==> src/rtl/instr_word_buffer_if.sv <==
// Interface bundling the symbol input, the valid/ready drain port and the
// status/flag signals of instr_word_buffer.
//   master : the environment (UART receiver, sequencer, status reader)
//   slave  : the buffer itself
interface instr_word_buffer_if #(
  parameter int WORD_W = 13,
  parameter int CNT_W  = 7
);
  logic              rx_done_tick;
  logic [1:0]        atob;
  logic [WORD_W-1:0] instr_out;
  logic              instr_valid;
  logic              instr_ready;
  logic [CNT_W:0]    count;
  logic              full;
  logic              empty;
  logic              overflow;
  logic              parity_err;
  logic              clr_flags;

  modport master (
    output rx_done_tick, atob, instr_ready, clr_flags,
    input  instr_out, instr_valid, count, full, empty, overflow, parity_err
  );

  modport slave (
    input  rx_done_tick, atob, instr_ready, clr_flags,
    output instr_out, instr_valid, count, full, empty, overflow, parity_err
  );
endinterface

==> src/rtl/instr_word_buffer.sv <==
// instr_word_buffer: assembles serial bit symbols into WORD_W-bit instruction
// words and queues them in a DEPTH-entry circular FIFO drained over valid/ready.
// Optional feature macro: INSTR_BUF_PARITY_EN (one even-parity bit per word;
// mismatching words are dropped and flagged on parity_err).
module instr_word_buffer #(
  parameter int WORD_W    = 13,
  parameter int DEPTH     = 100,
  parameter int CNT_W     = 7,
  parameter int LSB_FIRST = 1
) (
  input  logic                 clk,
  input  logic                 rst,
  instr_word_buffer_if.slave   bus
);
  localparam int BC_W = $clog2(WORD_W + 1);
  localparam logic [BC_W-1:0]  LAST_BIT = BC_W'(WORD_W - 1);
  localparam logic [CNT_W-1:0] LAST_PTR = CNT_W'(DEPTH - 1);
  localparam logic [CNT_W:0]   DEPTH_C  = (CNT_W + 1)'(DEPTH);

`ifdef INSTR_BUF_PARITY_EN
  typedef enum logic [1:0] {ST_COLLECT = 2'd0, ST_COMMIT = 2'd1,
                            ST_PARITY  = 2'd2, ST_DROP   = 2'd3} state_e;

  // Even parity over the data bits: the expected parity bit value.
  function automatic logic even_parity(input logic [WORD_W-1:0] w);
    return ^w;
  endfunction
`else
  typedef enum logic [1:0] {ST_COLLECT = 2'd0, ST_COMMIT = 2'd1} state_e;
`endif

  // Insert one received bit into the partial word according to bit order.
  function automatic logic [WORD_W-1:0] shift_in(input logic [WORD_W-1:0] w,
                                                  input logic b);
    if (LSB_FIRST != 0) return {b, w[WORD_W-1:1]};
    else                return {w[WORD_W-2:0], b};
  endfunction

  state_e            state_q, state_d;
  logic [BC_W-1:0]   bitcnt_q, bitcnt_d;
  logic [WORD_W-1:0] shift_q, shift_d;
  logic [CNT_W-1:0]  wr_ptr_q, rd_ptr_q;
  logic [CNT_W:0]    count_q, count_d;
  logic              full_q, empty_q, overflow_q;
  logic [WORD_W-1:0] mem_q [DEPTH];
  logic              data_tick_s, resync_s, commit_s, drop_s;
  logic              push_s, pop_s, ovf_set_s;

  assign data_tick_s = bus.rx_done_tick & ~bus.atob[1];
  assign resync_s    = bus.rx_done_tick & (bus.atob == 2'd2);

  // Assembler next-state: collect bits, optionally check parity, then commit.
  always_comb begin
    state_d  = state_q;
    bitcnt_d = bitcnt_q;
    shift_d  = shift_q;
    commit_s = 1'b0;
    drop_s   = 1'b0;
    case (state_q)
      ST_COLLECT: begin
        if (resync_s) begin
          bitcnt_d = {BC_W{1'b0}};
        end else if (data_tick_s) begin
          shift_d = shift_in(shift_q, bus.atob[0]);
          if (bitcnt_q == LAST_BIT) begin
            bitcnt_d = {BC_W{1'b0}};
`ifdef INSTR_BUF_PARITY_EN
            state_d  = ST_PARITY;
`else
            state_d  = ST_COMMIT;
`endif
          end else begin
            bitcnt_d = bitcnt_q + BC_W'(1);
          end
        end else begin
          state_d = ST_COLLECT;
        end
      end
      // The completed word is pushed this cycle; any tick now is not sampled.
      ST_COMMIT: begin
        commit_s = 1'b1;
        bitcnt_d = {BC_W{1'b0}};
        state_d  = ST_COLLECT;
      end
`ifdef INSTR_BUF_PARITY_EN
      ST_PARITY: begin
        if (resync_s) begin
          state_d = ST_COLLECT;
        end else if (data_tick_s) begin
          state_d = (bus.atob[0] == even_parity(shift_q)) ? ST_COMMIT : ST_DROP;
        end else begin
          state_d = ST_PARITY;
        end
      end
      ST_DROP: begin
        drop_s   = 1'b1;
        bitcnt_d = {BC_W{1'b0}};
        state_d  = ST_COLLECT;
      end
`endif
      default: begin
        bitcnt_d = {BC_W{1'b0}};
        state_d  = ST_COLLECT;
      end
    endcase
  end

  // Assembler state, bit counter and shift register.
  always_ff @(posedge clk or posedge rst) begin
    if (rst) begin
      state_q  <= ST_COLLECT;
      bitcnt_q <= {BC_W{1'b0}};
      shift_q  <= {WORD_W{1'b0}};
    end else begin
      state_q  <= state_d;
      bitcnt_q <= bitcnt_d;
      shift_q  <= shift_d;
    end
  end

  // A full FIFO still accepts the word when a pop frees a slot in the same cycle.
  assign pop_s     = ~empty_q & bus.instr_ready;
  assign push_s    = commit_s & (~full_q | pop_s);
  assign ovf_set_s = commit_s & full_q & ~pop_s;

  // Occupancy update from push/pop.
  always_comb begin
    count_d = count_q;
    case ({push_s, pop_s})
      2'b10:   count_d = count_q + (CNT_W + 1)'(1);
      2'b01:   count_d = count_q - (CNT_W + 1)'(1);
      default: count_d = count_q;
    endcase
  end

  // FIFO pointers, occupancy and status flags.
  always_ff @(posedge clk or posedge rst) begin
    if (rst) begin
      wr_ptr_q   <= {CNT_W{1'b0}};
      rd_ptr_q   <= {CNT_W{1'b0}};
      count_q    <= {(CNT_W + 1){1'b0}};
      full_q     <= 1'b0;
      empty_q    <= 1'b1;
      overflow_q <= 1'b0;
    end else begin
      if (push_s) wr_ptr_q <= (wr_ptr_q == LAST_PTR) ? {CNT_W{1'b0}} : wr_ptr_q + CNT_W'(1);
      if (pop_s)  rd_ptr_q <= (rd_ptr_q == LAST_PTR) ? {CNT_W{1'b0}} : rd_ptr_q + CNT_W'(1);
      count_q    <= count_d;
      full_q     <= (count_d == DEPTH_C);
      empty_q    <= (count_d == {(CNT_W + 1){1'b0}});
      overflow_q <= ovf_set_s | (overflow_q & ~bus.clr_flags);
    end
  end

  // Word storage; intentionally not cleared by reset.
  always_ff @(posedge clk) begin
    if (push_s) mem_q[wr_ptr_q] <= shift_q;
  end

`ifdef INSTR_BUF_PARITY_EN
  logic parity_err_q;

  // Sticky parity error; a new failure wins over a simultaneous clear.
  always_ff @(posedge clk or posedge rst) begin
    if (rst) parity_err_q <= 1'b0;
    else     parity_err_q <= drop_s | (parity_err_q & ~bus.clr_flags);
  end

  assign bus.parity_err = parity_err_q;
`else
  assign bus.parity_err = 1'b0;
`endif

  assign bus.instr_out   = empty_q ? {WORD_W{1'b0}} : mem_q[rd_ptr_q];
  assign bus.instr_valid = ~empty_q;
  assign bus.count       = count_q;
  assign bus.full        = full_q;
  assign bus.empty       = empty_q;
  assign bus.overflow    = overflow_q;
endmodule

==> src/flat_wrapper.sv <==
// flat-port wrapper written by rule: the top's interface ports become plain ports
module instr_word_buffer_flat 
#(
  parameter int WORD_W    = 13,
  parameter int DEPTH     = 100,
  parameter int CNT_W     = 7,
  parameter int LSB_FIRST = 1
)
  (clk, rst, bus_rx_done_tick, bus_atob, bus_instr_ready, bus_clr_flags, bus_instr_out, bus_instr_valid, bus_count, bus_full, bus_empty, bus_overflow, bus_parity_err);
  instr_word_buffer_if #(.WORD_W(WORD_W), .CNT_W(CNT_W)) bus_i ();
  input  logic clk;
  input  logic rst;
  input wire logic [$bits(bus_i.rx_done_tick)-1:0] bus_rx_done_tick;
  input wire logic [$bits(bus_i.atob)-1:0] bus_atob;
  input wire logic [$bits(bus_i.instr_ready)-1:0] bus_instr_ready;
  input wire logic [$bits(bus_i.clr_flags)-1:0] bus_clr_flags;
  output wire logic [$bits(bus_i.instr_out)-1:0] bus_instr_out;
  output wire logic [$bits(bus_i.instr_valid)-1:0] bus_instr_valid;
  output wire logic [$bits(bus_i.count)-1:0] bus_count;
  output wire logic [$bits(bus_i.full)-1:0] bus_full;
  output wire logic [$bits(bus_i.empty)-1:0] bus_empty;
  output wire logic [$bits(bus_i.overflow)-1:0] bus_overflow;
  output wire logic [$bits(bus_i.parity_err)-1:0] bus_parity_err;
  assign bus_i.rx_done_tick = bus_rx_done_tick;
  assign bus_i.atob = bus_atob;
  assign bus_i.instr_ready = bus_instr_ready;
  assign bus_i.clr_flags = bus_clr_flags;
  assign bus_instr_out = bus_i.instr_out;
  assign bus_instr_valid = bus_i.instr_valid;
  assign bus_count = bus_i.count;
  assign bus_full = bus_i.full;
  assign bus_empty = bus_i.empty;
  assign bus_overflow = bus_i.overflow;
  assign bus_parity_err = bus_i.parity_err;
  instr_word_buffer #(.WORD_W(WORD_W), .DEPTH(DEPTH), .CNT_W(CNT_W), .LSB_FIRST(LSB_FIRST)) u_core (.clk(clk), .rst(rst), .bus(bus_i));
endmodule
==> config.mk <==
export PLATFORM = sky130hd
export DESIGN_NAME = instr_word_buffer_flat
export DESIGN_NICKNAME = d
export VERILOG_FILES = /design/src/rtl/instr_word_buffer_if.sv /design/src/rtl/instr_word_buffer.sv /design/src/flat_wrapper.sv
export SDC_FILE = /design/constraint.sdc
export NUM_CORES = 1
export LEC_CHECK = 0
export ABC_AREA = 1
export CAP_MARGIN = 10
export CORE_AREA = 3 3 434 436
export DETAILED_ROUTE_END_ITERATION = 16
export DIE_AREA = 0 0 437 439
export GPL_ROUTABILITY_DRIVEN = 0
export PLACE_DENSITY_LB_ADDON = 0.15
export SLEW_MARGIN = 40
export SYNTH_ARGS = -nofsm -noshare
export SYNTH_HDL_FRONTEND = slang
export SYNTH_SLANG_ARGS = --single-unit
==> constraint.sdc <==
create_clock -name clk -period 6.2 [get_ports clk]
set_clock_uncertainty 0.05 [all_clocks]
set_input_delay 0.93 -clock clk [delete_from_list [all_inputs] [get_ports clk]]
set_output_delay 0.93 -clock clk [all_outputs]
set_load 0.01 [all_outputs]
==> key figures <==
Global route
  • Initial antenna violation count: 6
  • GRT overflow: 0
  • Global-route wire length before repair: 248,600 um
  • Largest net degree at the start of global routing: 162
  • Vias in the first global route: approximately 34,000
  • GRT Total Usage: around 18%

STA
  • Slew HR: approximately two fifths
  • Final Hold Fails: 0
  • Final Cycle Share: between 80% and 90%
  • Fin crit period: around 5400 ps
  • RSZ-0062 raised after global routing: no
  • F_max: roughly 0.18 GHz
  • Slew @ Worst Pin: slightly below 900 ps
  • # setup viols final: 0
  • Final WS setup: between 700 and 800 ps
  • Pins Over Slew Limit: 0
  • Final setup TNS: 0 ps
  • Worst hold slack: between 400 and 500 ps

Floorplanning
  • Initial Util: 29.96%
  • Die Y-Extent: 439 um
  • Core Rows: between 150 and 200
  • Die area: ~0.19 mm^2
  • Die Wd: 437 um
  • Io pins: 33
  • CORE AREA: 0.1850 mm^2

Synth
  • FFs w/ async S/R, synth: under 10%
  • Syn nets: 4,764
  • Area leader, netlist: edfxtp_1
  • Syn Area/Cell: between 10 and 15 um^2
  • EDFF count, synth: 1,300
  • Yosys warning total: 0
  • Most common cell in the synthesized netlist: edfxtp_1
  • Post-synth top cells: 1,300 x edfxtp_1, 858 x nand2_1, 829 x nor2_1, 439 x o21ai_0, 340 x nand3_1
  • Synthesized flop and latch total: approximately 1,300
  • Post-synthesis instance total: 4,750
  • Post-Syn Area: ~0.055 mm^2
  • Post-synthesis cell type count: 36
  • Share of the synthesized area in the top cell type: between 70 and 80%
  • Synth Flop Type: edfxtp_1
  • Largest cells by area after synthesis: edfxtp_1 70%, nand2_1 5.8%, nor2_1 5.6%
  • Seq/Total Area, Yosys: slightly above 70%

Setup path
  • CP startpoint: u_core.rd_ptr_q[0]
  • Crit end category: output pin
  • Req. time, crit path: 5220 ps
  • Startpoint Class: flip-flop
  • CP Class: flip-flop to output pin
  • Worst reg2reg startpoint: u_core.bus.empty
  • Crit path DAT: 4460 ps
  • Crit path max fanout: between 50 and 60

Placement
  • Placed inst area: approximately 0.059 mm^2
  • Dpl hpwl: a little under 100,000 um
  • Pre-CTS worst setup slack: about 1300 ps
  • # port buffers: 31

Layout
  • NumNets Final: 4,858
  • Synthesis-to-finish area growth: 15.21%
  • Fin area: approximately 0.064 mm^2
  • Fraction of layout cells with a size suffix above 1: 9.067%

Clock tree
  • TritonCTS sink count: approximately 1,300
  • H-tree Lvls: 4
  • Clk buf depth: 3
  • TritonCTS clock tree: done
  • Clock-pin slew on the worst setup and hold paths: around 60 ps
  • Postcts setup bufs: 0
  • CTS root buf: clkbuf_16
  • Worst-Skew Late Latency: about 800 ps
  • Post-cts sizing count: 0
  • Cts-stage hold buffer count: 0
  • TritonCTS buffer count: around 150

Route
  • Drt initial violations: between 2,000 and 3,000
  • Via count: between 30,000 and 40,000
  • Drt pass-1 iters: 5
  • Routed Antenna Nets: 0
  • Post-DR wirelength/cell: around 23 um
  • Final WL: between 150,000 and 200,000 um
  • DR vias/cell: 4.788
  • DRC Markers: 0

Power and ir drop
  • Max VDD drop: around 370 uV
  • Pwr dens: ~460 mW/mm^2
  • Leak pwr: about 23 nW

Status
  • Status: finished, final reports clean

Hold path
  • Worst min path class: flip-flop to flip-flop
  • Worst min-delay path startpoint: u_core.bus.overflow

Flow run
  • Maximum Capacitance Violations: 0
registers in the layout, summed over array words and instances, names as in the netlist:
register / cells
u_core.bitcnt_q: 4
u_core.bus.count: 8
u_core.bus.empty: 1
u_core.bus.full: 1
u_core.bus.overflow: 1
u_core.mem_q: 1300
u_core.rd_ptr_q: 7
u_core.shift_q: 13
u_core.state_q: 1
u_core.wr_ptr_q: 7
layout make-up:
| cell class | count | area, um^2 |
|---|---|---|
| fill | 18380 | 121200 |
| inverter | 270 | 1035 |
| clock buffer | 196 | 3968 |
| timing repair buffer | 225 | 2081 |
| multi-input combinational | 2855 | 12810 |
| clock inverter | 74 | 698.2 |
| sequential | 1343 | 40170 |
| tap | 2480 | 3103 |
| antenna | 1 | 2.502 |
power breakdown:
group	internal, W	total (W)	switching, W
clock network	0.00487	0.00859	0.00372
logic	0.00235	0.00896	0.00661
registers	0.0110	0.0115	0.000556
per-layer routing:
metal	wire length [um]	track usage [%]	part of all wire [%]
met1	78100	24.33	45
met2	81510	28.73	47
met3	7513	2.488	4.4
met4	4686	5.380	2.7
met5	0	0	0
stage by stage:
step	total power [W]	instances	utilization, %
floorplan	0.01645	4750	-
global placement	0.02088	7166	31.91
detailed placement	0.02088	7171	31.96
CTS	0.02951	7441	34.49
global route	0.03054	7444	34.52
finish	0.02908	7444	34.52
worst max-delay path: stages, from the launching register on:
cell and delay [ps]:
dfrtp_4 480, buf_4 370, buf_4 600, nor2_1 110
nor2_1 100, o21ai_1 80, o211ai_1 90, nand3_1 230
nand2_1 330, nand2_1 140, nand3_1 110, nor2_1 80
nor2_1 300, clkdlybuf4s50_1 610
cells in the final DEF, fill, tap and decap left out, drive strengths merged, types with 2 or more instances in the layout:
cell type,netlist,final
clkbuf,120,196
ha,7,7
clkinvlp,0,2
mux2,10,10
nor4,3,3
or2,11,11
xor2,8,8
o21ai,501,501
dfrtp,42,42
nand2,860,860
a21oi,79,79
a221o,7,7
o211ai,101,101
nor2,830,830
edfxtp,1300,1300
xnor2,2,2
clkdlybuf4s50,0,31
nand3,340,340
o22ai,74,74
inv,269,273
nor3,9,9
nand4,8,8
clkinv,1,61
buf,162,194
bufinv,0,8
final timing paths:
check	cells past startpoint	slack, ps	endpoint
worst min register to register	2	500	u_core.bus.overflow
worst max-delay path	13	760	bus_instr_out[12]
worst min-delay path	2	500	u_core.bus.overflow
worst max register to register	8	2210	u_core.mem_q[21][0]
min in group asynchronous	3	580	u_core.bus.count[2]
max in group asynchronous	3	4950	u_core.shift_q[4]
cell families (layout without fill, tap and decap cells):
kind of cell / after synthesis / after routing / share of synthesized area (%)
buffers and inverters: 552 / 765 / 4.617
AND/OR/NAND/NOR: 2064 / 2064 / 14.92
flip-flops: 1343 / 1343 / 72.36
adder cells (fa/ha/maj): 7 / 7 / 0.1580
AO/OA/AOI/OAI: 763 / 763 / 7.581
XOR/XNOR: 10 / 10 / 0.1580
other: 1 / 2 / 0.006764
multiplexers: 10 / 10 / 0.2031
Note: power is estimated with default switching activity, not from simulation.
